## src/rtl/ysyx_25070198_pkg.sv

```systemverilog
// Shared definitions for the ysyx_25070198 core: the memory-access state encoding,
// access-size codes and bus timeout default. The ifu uses the same package.
package ysyx_25070198_pkg;

    typedef enum logic [2:0] {
        ST_IDLE = 3'd0,
        ST_REQ  = 3'd1,
        ST_WAIT = 3'd2,
        ST_DONE = 3'd3,
        ST_HOLD = 3'd4
    } lsu_state_t;

    localparam logic [1:0] SIZE_BYTE = 2'b00;
    localparam logic [1:0] SIZE_HALF = 2'b01;
    localparam logic [1:0] SIZE_WORD = 2'b10;

    localparam int TIMEOUT_DEFAULT = 256;

    // Words need addr[1:0]==0, halves need addr[0]==0; bytes are always aligned.
    function automatic logic is_misaligned(input logic [1:0] addr_lo, input logic [1:0] size);
        logic mis;
        case (size)
            SIZE_WORD: mis = (addr_lo != 2'b00);
            SIZE_HALF: mis = addr_lo[0];
            default:   mis = 1'b0;
        endcase
        return mis;
    endfunction

endpackage

```

## src/rtl/ysyx_25070198_lsu_align.sv

```systemverilog
// Load data alignment: selects the addressed byte/half of the captured bus word
// and sign- or zero-extends it to 32 bits.
module ysyx_25070198_lsu_align
    import ysyx_25070198_pkg::*;
(
    input  logic [31:0] rdata,
    input  logic [1:0]  addr_lo,
    input  logic [1:0]  size,
    input  logic        is_signed,
    output logic [31:0] ldata
);

    logic [7:0]  byte_s;
    logic [15:0] half_s;

    // Lane select followed by extension according to access size.
    always_comb begin
        byte_s = 8'h00;
        half_s = 16'h0000;
        ldata  = rdata;
        case (addr_lo)
            2'b00:   byte_s = rdata[7:0];
            2'b01:   byte_s = rdata[15:8];
            2'b10:   byte_s = rdata[23:16];
            2'b11:   byte_s = rdata[31:24];
            default: byte_s = rdata[7:0];
        endcase
        half_s = addr_lo[1] ? rdata[31:16] : rdata[15:0];
        case (size)
            SIZE_BYTE: ldata = {{24{is_signed & byte_s[7]}}, byte_s};
            SIZE_HALF: ldata = {{16{is_signed & half_s[15]}}, half_s};
            default:   ldata = rdata;
        endcase
    end

endmodule

```

## src/rtl/ysyx_25070198_lsu.sv

```systemverilog
// Load/store unit: turns a held exu load/store request into a single bus
// transaction, with misalignment and response-timeout error completion.
module ysyx_25070198_lsu
    import ysyx_25070198_pkg::*;
#(
    parameter int TIMEOUT = TIMEOUT_DEFAULT
) (
    input  logic        clock,
    input  logic        reset,
    input  logic        mem_ren,
    input  logic        mem_wen,
    input  logic [31:0] mem_addr,
    input  logic [31:0] mem_wdata,
    input  logic [3:0]  mem_mask,
    input  logic [1:0]  io_lsu_size,
    input  logic        load_signed,
    output logic        io_lsu_respValid,
    output logic [31:0] mem_rdata,
    output logic [31:0] lsu_ldata,
    output logic        lsu_err,
    output logic        lsu_busy,
    output logic        lsu_bus_reqValid,
    output logic [31:0] lsu_bus_addr,
    output logic        lsu_bus_wen,
    output logic [31:0] lsu_bus_wdata,
    output logic [3:0]  lsu_bus_wmask,
    output logic [1:0]  lsu_bus_size,
    input  logic        lsu_bus_respValid,
    input  logic [31:0] lsu_bus_rdata
);

    localparam int CNT_W = (TIMEOUT > 1) ? $clog2(TIMEOUT) : 1;
    localparam logic [CNT_W-1:0] CNT_LAST = CNT_W'(TIMEOUT - 1);

    lsu_state_t       state_r, state_nxt_s;
    logic [CNT_W-1:0] cnt_r;
    logic [31:0]      addr_r, wdata_r, rdata_r;
    logic [3:0]       mask_r;
    logic [1:0]       size_r;
    logic             signed_r, wen_r, err_r;
    logic             req_s, mis_s, bus_active_s, timeout_s;

    assign req_s     = mem_ren | mem_wen;
    assign mis_s     = is_misaligned(mem_addr[1:0], io_lsu_size);
    assign timeout_s = (cnt_r == CNT_LAST);

    // State register.
    always_ff @(posedge clock) begin
        if (reset) begin
            state_r <= ST_IDLE;
        end else begin
            state_r <= state_nxt_s;
        end
    end

    // Next-state logic; HOLD waits for the exu to drop its request.
    always_comb begin
        state_nxt_s = state_r;
        case (state_r)
            ST_IDLE: begin
                if (req_s) begin
                    state_nxt_s = mis_s ? ST_DONE : ST_REQ;
                end else begin
                    state_nxt_s = ST_IDLE;
                end
            end
            ST_REQ:  state_nxt_s = ST_WAIT;
            ST_WAIT: begin
                if (lsu_bus_respValid || timeout_s) begin
                    state_nxt_s = ST_DONE;
                end else begin
                    state_nxt_s = ST_WAIT;
                end
            end
            ST_DONE: state_nxt_s = ST_HOLD;
            ST_HOLD: begin
                if (!req_s) begin
                    state_nxt_s = ST_IDLE;
                end else begin
                    state_nxt_s = ST_HOLD;
                end
            end
            default: state_nxt_s = ST_IDLE;
        endcase
    end

    // Request latch, wait counter, captured read data and error flag.
    always_ff @(posedge clock) begin
        if (reset) begin
            cnt_r    <= '0;
            addr_r   <= 32'h0000_0000;
            wdata_r  <= 32'h0000_0000;
            rdata_r  <= 32'h0000_0000;
            mask_r   <= 4'h0;
            size_r   <= 2'b00;
            signed_r <= 1'b0;
            wen_r    <= 1'b0;
            err_r    <= 1'b0;
        end else begin
            case (state_r)
                ST_IDLE: begin
                    if (req_s) begin
                        addr_r   <= mem_addr;
                        wdata_r  <= mem_wdata;
                        mask_r   <= mem_mask;
                        size_r   <= io_lsu_size;
                        signed_r <= load_signed;
                        wen_r    <= mem_wen;
                        err_r    <= mis_s;
                    end else begin
                        err_r    <= err_r;
                    end
                end
                ST_REQ: cnt_r <= '0;
                ST_WAIT: begin
                    if (lsu_bus_respValid) begin
                        rdata_r <= wen_r ? rdata_r : lsu_bus_rdata;
                        err_r   <= 1'b0;
                    end else if (timeout_s) begin
                        rdata_r <= 32'h0000_0000;
                        err_r   <= 1'b1;
                    end else begin
                        cnt_r   <= cnt_r + CNT_W'(1);
                    end
                end
                default: cnt_r <= cnt_r;
            endcase
        end
    end

    // Bus fields are only driven while a transaction is outstanding.
    assign bus_active_s     = (state_r == ST_REQ) || (state_r == ST_WAIT);
    assign lsu_bus_reqValid = (state_r == ST_REQ);
    assign lsu_bus_addr     = bus_active_s ? addr_r  : 32'h0000_0000;
    assign lsu_bus_wen      = bus_active_s & wen_r;
    assign lsu_bus_wdata    = bus_active_s ? wdata_r : 32'h0000_0000;
    assign lsu_bus_wmask    = bus_active_s ? mask_r  : 4'h0;
    assign lsu_bus_size     = bus_active_s ? size_r  : 2'b00;

    assign io_lsu_respValid = (state_r == ST_DONE);
    assign lsu_busy         = (state_r != ST_IDLE);
    assign lsu_err          = err_r;
    assign mem_rdata        = rdata_r;

    ysyx_25070198_lsu_align u_align (
        .rdata     (rdata_r),
        .addr_lo   (addr_r[1:0]),
        .size      (size_r),
        .is_signed (signed_r),
        .ldata     (lsu_ldata)
    );

endmodule

```

## config.mk

```make
export PLATFORM = sky130hd
export DESIGN_NAME = ysyx_25070198_lsu
export DESIGN_NICKNAME = d
export VERILOG_FILES = /design/src/rtl/ysyx_25070198_pkg.sv /design/src/rtl/ysyx_25070198_lsu_align.sv /design/src/rtl/ysyx_25070198_lsu.sv
export SDC_FILE = /design/constraint.sdc
export NUM_CORES = 1
export LEC_CHECK = 0
export CORE_MARGIN = 2
export CORE_UTILIZATION = 35
export CTS_BUF_LIST = sky130_fd_sc_hd__clkbuf_4 sky130_fd_sc_hd__clkbuf_8 sky130_fd_sc_hd__clkbuf_16
export DETAILED_ROUTE_END_ITERATION = 6
export GPL_ROUTABILITY_DRIVEN = 0
export PLACE_DENSITY = 0.71
export SETUP_SLACK_MARGIN = 0.15
export SLEW_MARGIN = 20
export SYNTH_ARGS = -nofsm -noshare
export SYNTH_HDL_FRONTEND = slang
export SYNTH_HIERARCHICAL = 1
export SYNTH_SLANG_ARGS = --single-unit
```

## constraint.sdc

```tcl
create_clock -name clock -period 1.73 [get_ports clock]
set_input_delay 0.2595 -clock clock [delete_from_list [all_inputs] [get_ports clock]]
set_output_delay 0.2595 -clock clock [all_outputs]
set_load 0.05 [all_outputs]
```

* After elaboration in Yosys (flattened, before gate mapping)
Index checks and enable logic that the tools add are counted.
** Word-level totals
- Register bits after elaboration :: 116
- Input bits :: 108
- Output and inout port bits :: 139
- Logic and storage cells :: 68
** Cells by class
- $add $sub $neg :: 1
- Eq/ne operators :: 16
- Mux-type cells :: 23
- Bitwise operators :: 4
- Reduce and logical (&&, ||, !) cells :: 14
** Operators with widths (number)
- 2-to-1 mux 32 bit :: 5
- one-hot mux 32 bit (2 select lines) :: 1
- one-hot mux 8 bit (4 select lines) :: 1
- 2-to-1 mux 16 bit :: 1
- 2-to-1 mux 8 bit :: 2
- one-hot mux 8 bit (2 select lines) :: 1
- one-hot mux 3 bit (5 select lines) :: 1
- AND reduction 3 bit :: 3
- adder 8 x 1 -> 8 bit, second input constant :: 1
- == test 8 bit, second input constant :: 1
- inequality test 2 bit, second input constant :: 4
- nonzero test 2 bit :: 4
- == test 2 x 1 -> 1 bit, second input constant :: 3
- == test 2 bit, second input constant :: 3
- == test 3 x 2 -> 1 bit, second input constant :: 2
- 2-to-1 mux 2 bit :: 3
- zero test 2 bit :: 2
- 2-to-1 mux 1 bit :: 4
- 2-to-1 mux 4 bit :: 1
- one-hot mux 1 bit (2 select lines) :: 2
- AND 1 bit :: 3
- == test 3 x 1 -> 1 bit, second input constant :: 1
- == test 3 bit, second input constant :: 1
- zero test 3 bit :: 1
- other kinds (6) :: 7

* Longest topological paths before layout
- Word-level depth :: 5
- Gate-level depth with buffers :: 7
- Depth with buffers taken out :: 6

* By module
Netlist, hierarchy kept.
** Modules (own cells, without submodules)
- ysyx_25070198_lsu :: instances 1, cells each 557, area each 4628.2 um2, seq. area each 2322.2 um2
- ysyx_25070198_lsu_align :: instances 1, cells each 133, area each 1023.5 um2, seq. area each 0.0 um2

* Least setup slack after synthesis
No wires, ideal clock.
- Kind :: reg-to-output
- Start point :: reg addr_r[1]
- End point :: out lsu_ldata[0]
- Data arrival time :: 2.253 ns
- Data required time :: 1.470 ns
- Setup slack :: -0.782 ns
- Cell stages (with the launch flop) :: 6
- Path buffers :: 3
- Path through :: dfxtp_1 buf_4 buf_2 buf_2 o22ai_1 a211oi_1
** Between the ends
- Word-level cells in the longest chain between the ends :: 3
- Elaborated cells between the ends (all ways) :: 7
- Classes of those cells :: 3 x eq/ne; 3 x mux; 1 x reduce/logical
** RTL lines
- start, declared :: line ysyx_25070198_lsu.sv:37 : logic [31:0] addr_r, wdata_r, rdata_r;
- start signal, assigned :: line ysyx_25070198_lsu.sv:103 : addr_r <= mem_addr;
- == test 2 bit, or another cell as far along :: line ysyx_25070198_lsu_align.sv:21 : case (addr_lo)
- one-hot mux 8 bit (4 select lines) :: line ysyx_25070198_lsu_align.sv:21
- one-hot mux 32 bit (2 select lines) (*) :: line ysyx_25070198_lsu_align.sv:29 : case (size)
- end, declared :: line ysyx_25070198_lsu.sv:19 : output logic [31:0] lsu_ldata,
Mark *: on every way between the ends. The rest lies on a longest branch, timed or not.

* Worst setup path in the final report
- Start point :: reg addr_r[0]
- End point :: out lsu_ldata[25]
** Between the ends
- Word-level cells in the longest chain between the ends :: 4
- Elaborated cells between the ends (all ways) :: 7
- Classes of those cells :: 3 x eq/ne; 2 x mux; 1 x bitwise; 1 x reduce/logical
** RTL lines
- == test 2 bit, or another cell as far along :: line ysyx_25070198_lsu_align.sv:21
- one-hot mux 8 bit (4 select lines) (*) :: line ysyx_25070198_lsu_align.sv:21
- AND 1 bit (*) :: line ysyx_25070198_lsu_align.sv:30 : SIZE_BYTE: ldata = {{24{is_signed & byte_s[7]}}, byte_s};
- one-hot mux 32 bit (2 select lines) (*) :: line ysyx_25070198_lsu_align.sv:29
Marks and branches as above.

==> run metrics <==
fraction of layout cells with a size suffix above 1=55.6%; Iter 0 DRT Violations=441; largest area contributor in the netlist=dfxtp_1; total standard cell area after synthesis=5650 um2; register area=2350 um2; Yosys top cell area share=41.1%; initial cell density of the core=35.7%; smallest setup slack after layout=-0.483 ns; worst r2r dst=size_r[1]; Clock H-tree levels=4; unrepaired setup endpoints after global routing=true; CTS tree=done; data arrival time of the critical path=1.95 ns; startpoint of the lowest-slack hold path=reset; maximum clock frequency=452 MHz; final number of max-transition violations=0; Die Wd=131 um; Gate Count Post-Synth=690; placed standard-cell area=9960 um2; Clock Tree Root=clkbuf_16; Max VDD drop=833 uV; number of inserted filler cells in the final layout=930; number of nets in the layout=1142; overall global routing resource usage=26.1%; hold path depth=2; CP max stage delay=0.36 ns; number of hold-slack violations in the final timing report=0; status=complete, but fails checks; most area-consuming cells after synthesis=dfxtp_1, nand2_1, a21oi_1; clk_skew=0.0106 ns; total setup violations reported at the end of the flow=176; Via Count=6839; Critical Setup Path Class=reg -> out; total core area=15800 um2; Worst Max-Slew Pin Slew=0.617 ns; largest net degree at the start of global routing=48; Top Ports=247; Rows=46; total grt overflow=0; number of distinct library cells after synthesis=47; ys async rst share=0%; failing checks=negative setup slack; Die Height=131 um; cell occurring most often along the worst timing path=buf_12; deepest clock path buffer count=2; number of flops mapped to enable cells by yosys=0; number of buffer cells added on primary ports=246; number of antenna violations at the first check in global routing=0; nets in the synthesized netlist=801; vias in the first global route=6217; power density over the cells=1020 nW/um2; Worst setup SP type=flop; Synth-to-Final Area Change=119%; R2R Path Start=state_r[0]; Via-to-Cell Ratio=5.43; post-synthesis register bit count=116; endpoint type of the worst setup path=output port; Leakage Power=4.93 nW; fin crit period=2.21 ns; Tcrit/Tclk final=128%; R2R Setup Slk=-0.18 ns; number of hold-repair buffers added at the cts stage=0; DP HPWL=14.6 mm; Hold Path End=wdata_r[22]; mean routed wirelength per cell=21.6 um; drt drc=0; CTS sink count=116; Hold Path Class=in -> reg; clock slew at the register clock pins of the worst setup and hold paths=0.05 ns; Final Util=78.3%; critical-path maximum fanout=10; Detailed Routing Iterations Pass 1=5; reg2reg path depth=9; total detailed-routing wirelength=27.2 mm; combined area of the multi-input logic cells=3950 um2; ant diodes=0; final non-filler cell area=12400 um2; maximum capacitance violations=0; Final TNS setup=-43.56 ns; Yosys warning count=6; antenna-violating nets left=0; first-pass GRT wire length=34.1 mm; cell-by-cell trace of the critical path=mux2_4 > a32oi_4 > buf_6 > buf_12 > buf_12 > o211ai_4 > buf_12; Slew headroom=58.7%; worst-skew pair later-pin latency=0.42 ns; Req. time, crit path=1.47 ns; average size of a mapped cell=8.19 um2; crit path max-delay cell type=dfxtp_4; share of synthesized area occupied by flip-flops and latches=41.1%; DIE AREA=17200 um2; most instantiated flip-flop cell in the synthesis netlist=dfxtp_1; TritonCTS Buffers=17
## worst max-delay path: cells and delay by family, from the launching register on
kind / cells / cell delay [ns]
compound gates: 2 / 0.29
flops: 1 / 0.36
buf+inv: 4 / 0.56
mux: 1 / 0.31
## through the flow
| step | setup WS, ns | std cells | hold slack, ns | total power, mW |
|---|---|---|---|---|
| detailed placement | -0.157 | 1159 | 0.444 | 7.02 |
| global route | -0.527 | 1260 | 0.325 | 13.0 |
| global placement | -0.0881 | 1159 | 0.437 | 6.98 |
| finish | -0.483 | 1260 | 0.287 | 12.6 |
| floorplan | -0.384 | 690 | 0.349 | 5.30 |
| CTS | -0.489 | 1225 | 0.270 | 11.6 |
## layout make-up
type / instances / area share (%)
repair buffers: 381 / 41.9
multi-input cells: 510 / 31.9
flip-flops and latches: 116 / 19.0
clock buffers: 20 / 3.72
well taps: 216 / 2.18
clock inverters: 12 / 1.25
inverters: 5 / 0.151
## registers in the layout (all words and copies together), names as in the netlist
name       flops
addr_r        32
cnt_r          8
lsu_err        1
mask_r         4
mem_rdata     32
signed_r       1
size_r         2
state_r        3
wdata_r       32
wen_r          1
## routing by layer
metal  GRT usage, %  wire length, um  share of wire (%)  vias up
met5              0                0                  0        -
met4           11.3             1060                3.9        0
met3           11.0             2710                 10       88
met2           44.8            13900                 51      393
met1           28.3             9550                 35     3274
li1               -                -                  -     3084
## placed cells by master, fill, tap and decap left out, types with 6 or more instances in the layout
| master | netlist | final |
|---|---|---|
| a21oi_1 | 91 | 49 |
| dfxtp_1 | 116 | 102 |
| a21oi_2 | 0 | 41 |
| clkbuf_16 | 0 | 33 |
| buf_16 | 0 | 9 |
| o22ai_1 | 7 | 7 |
| o211ai_1 | 11 | 11 |
| a22o_1 | 32 | 32 |
| nor2_1 | 16 | 6 |
| buf_6 | 6 | 35 |
| mux4_2 | 7 | 7 |
| o211ai_4 | 0 | 9 |
| nand2_1 | 175 | 100 |
| nor2b_1 | 18 | 16 |
| dfxtp_2 | 0 | 9 |
| and2_4 | 0 | 71 |
| buf_12 | 0 | 115 |
| buf_4 | 3 | 97 |
| clkdlybuf4s50_1 | 0 | 105 |
| nand2_2 | 0 | 71 |
| a211oi_2 | 0 | 6 |
## how the worst max path moves through the flow
stage	from	to	slack [ns]	cells after the start
6_report	addr_r[0]	lsu_ldata[25]	-0.48	7
5_1_grt	addr_r[0]	lsu_ldata[25]	-0.53	7
4_1_cts	addr_r[0]	lsu_ldata[25]	-0.49	7
3_5_place_dp	lsu_bus_respValid	cnt_r[5]	-0.16	5
3_3_place_gp	lsu_bus_respValid	cnt_r[0]	-0.09	6
2_1_floorplan	addr_r[1]	lsu_ldata[16]	-0.38	6
## power breakdown
part           switching, mW  internal [mW]
clock network           1.34           2.35
logic                   2.86           2.92
registers              0.221           2.94
## synth_stat cells, types with 3 or more instances
library cell	count
nand2_1	175
ha_1	3
buf_2	19
o21ai_0	6
a21oi_1	91
buf_6	6
a22o_1	32
and2_1	71
a211oi_1	9
o221ai_1	5
nor2_1	16
nor3_1	3
o211ai_2	10
nand4_1	3
o22ai_1	7
o221ai_2	3
o211ai_1	11
nor2b_1	18
dfxtp_1	116
inv_1	5
a31oi_1	3
buf_4	3
nand2b_1	4
clkbuf_1	32
or3_1	3
or4_1	3
mux4_2	7
## kinds of logic after synthesis
family                     Yosys count  share of synthesized area [%]
AOI/OAI and AO/OA                  186                           22.7
adders and majority gates            3                          0.664
buffers and inverters               65                           5.73
DFF                                116                           41.1
muxes                               11                           3.63
and+or+nand+nor                    309                           26.2
## what timing repair did
item	4_1_cts	5_1_grt
gates resized for setup	148	115
setup buffers	24	14
gates cloned	10	21
pin swaps	104	37
setup endpoints to repair	145	220
No activity file was read; power rests on OpenSTA's default activity.
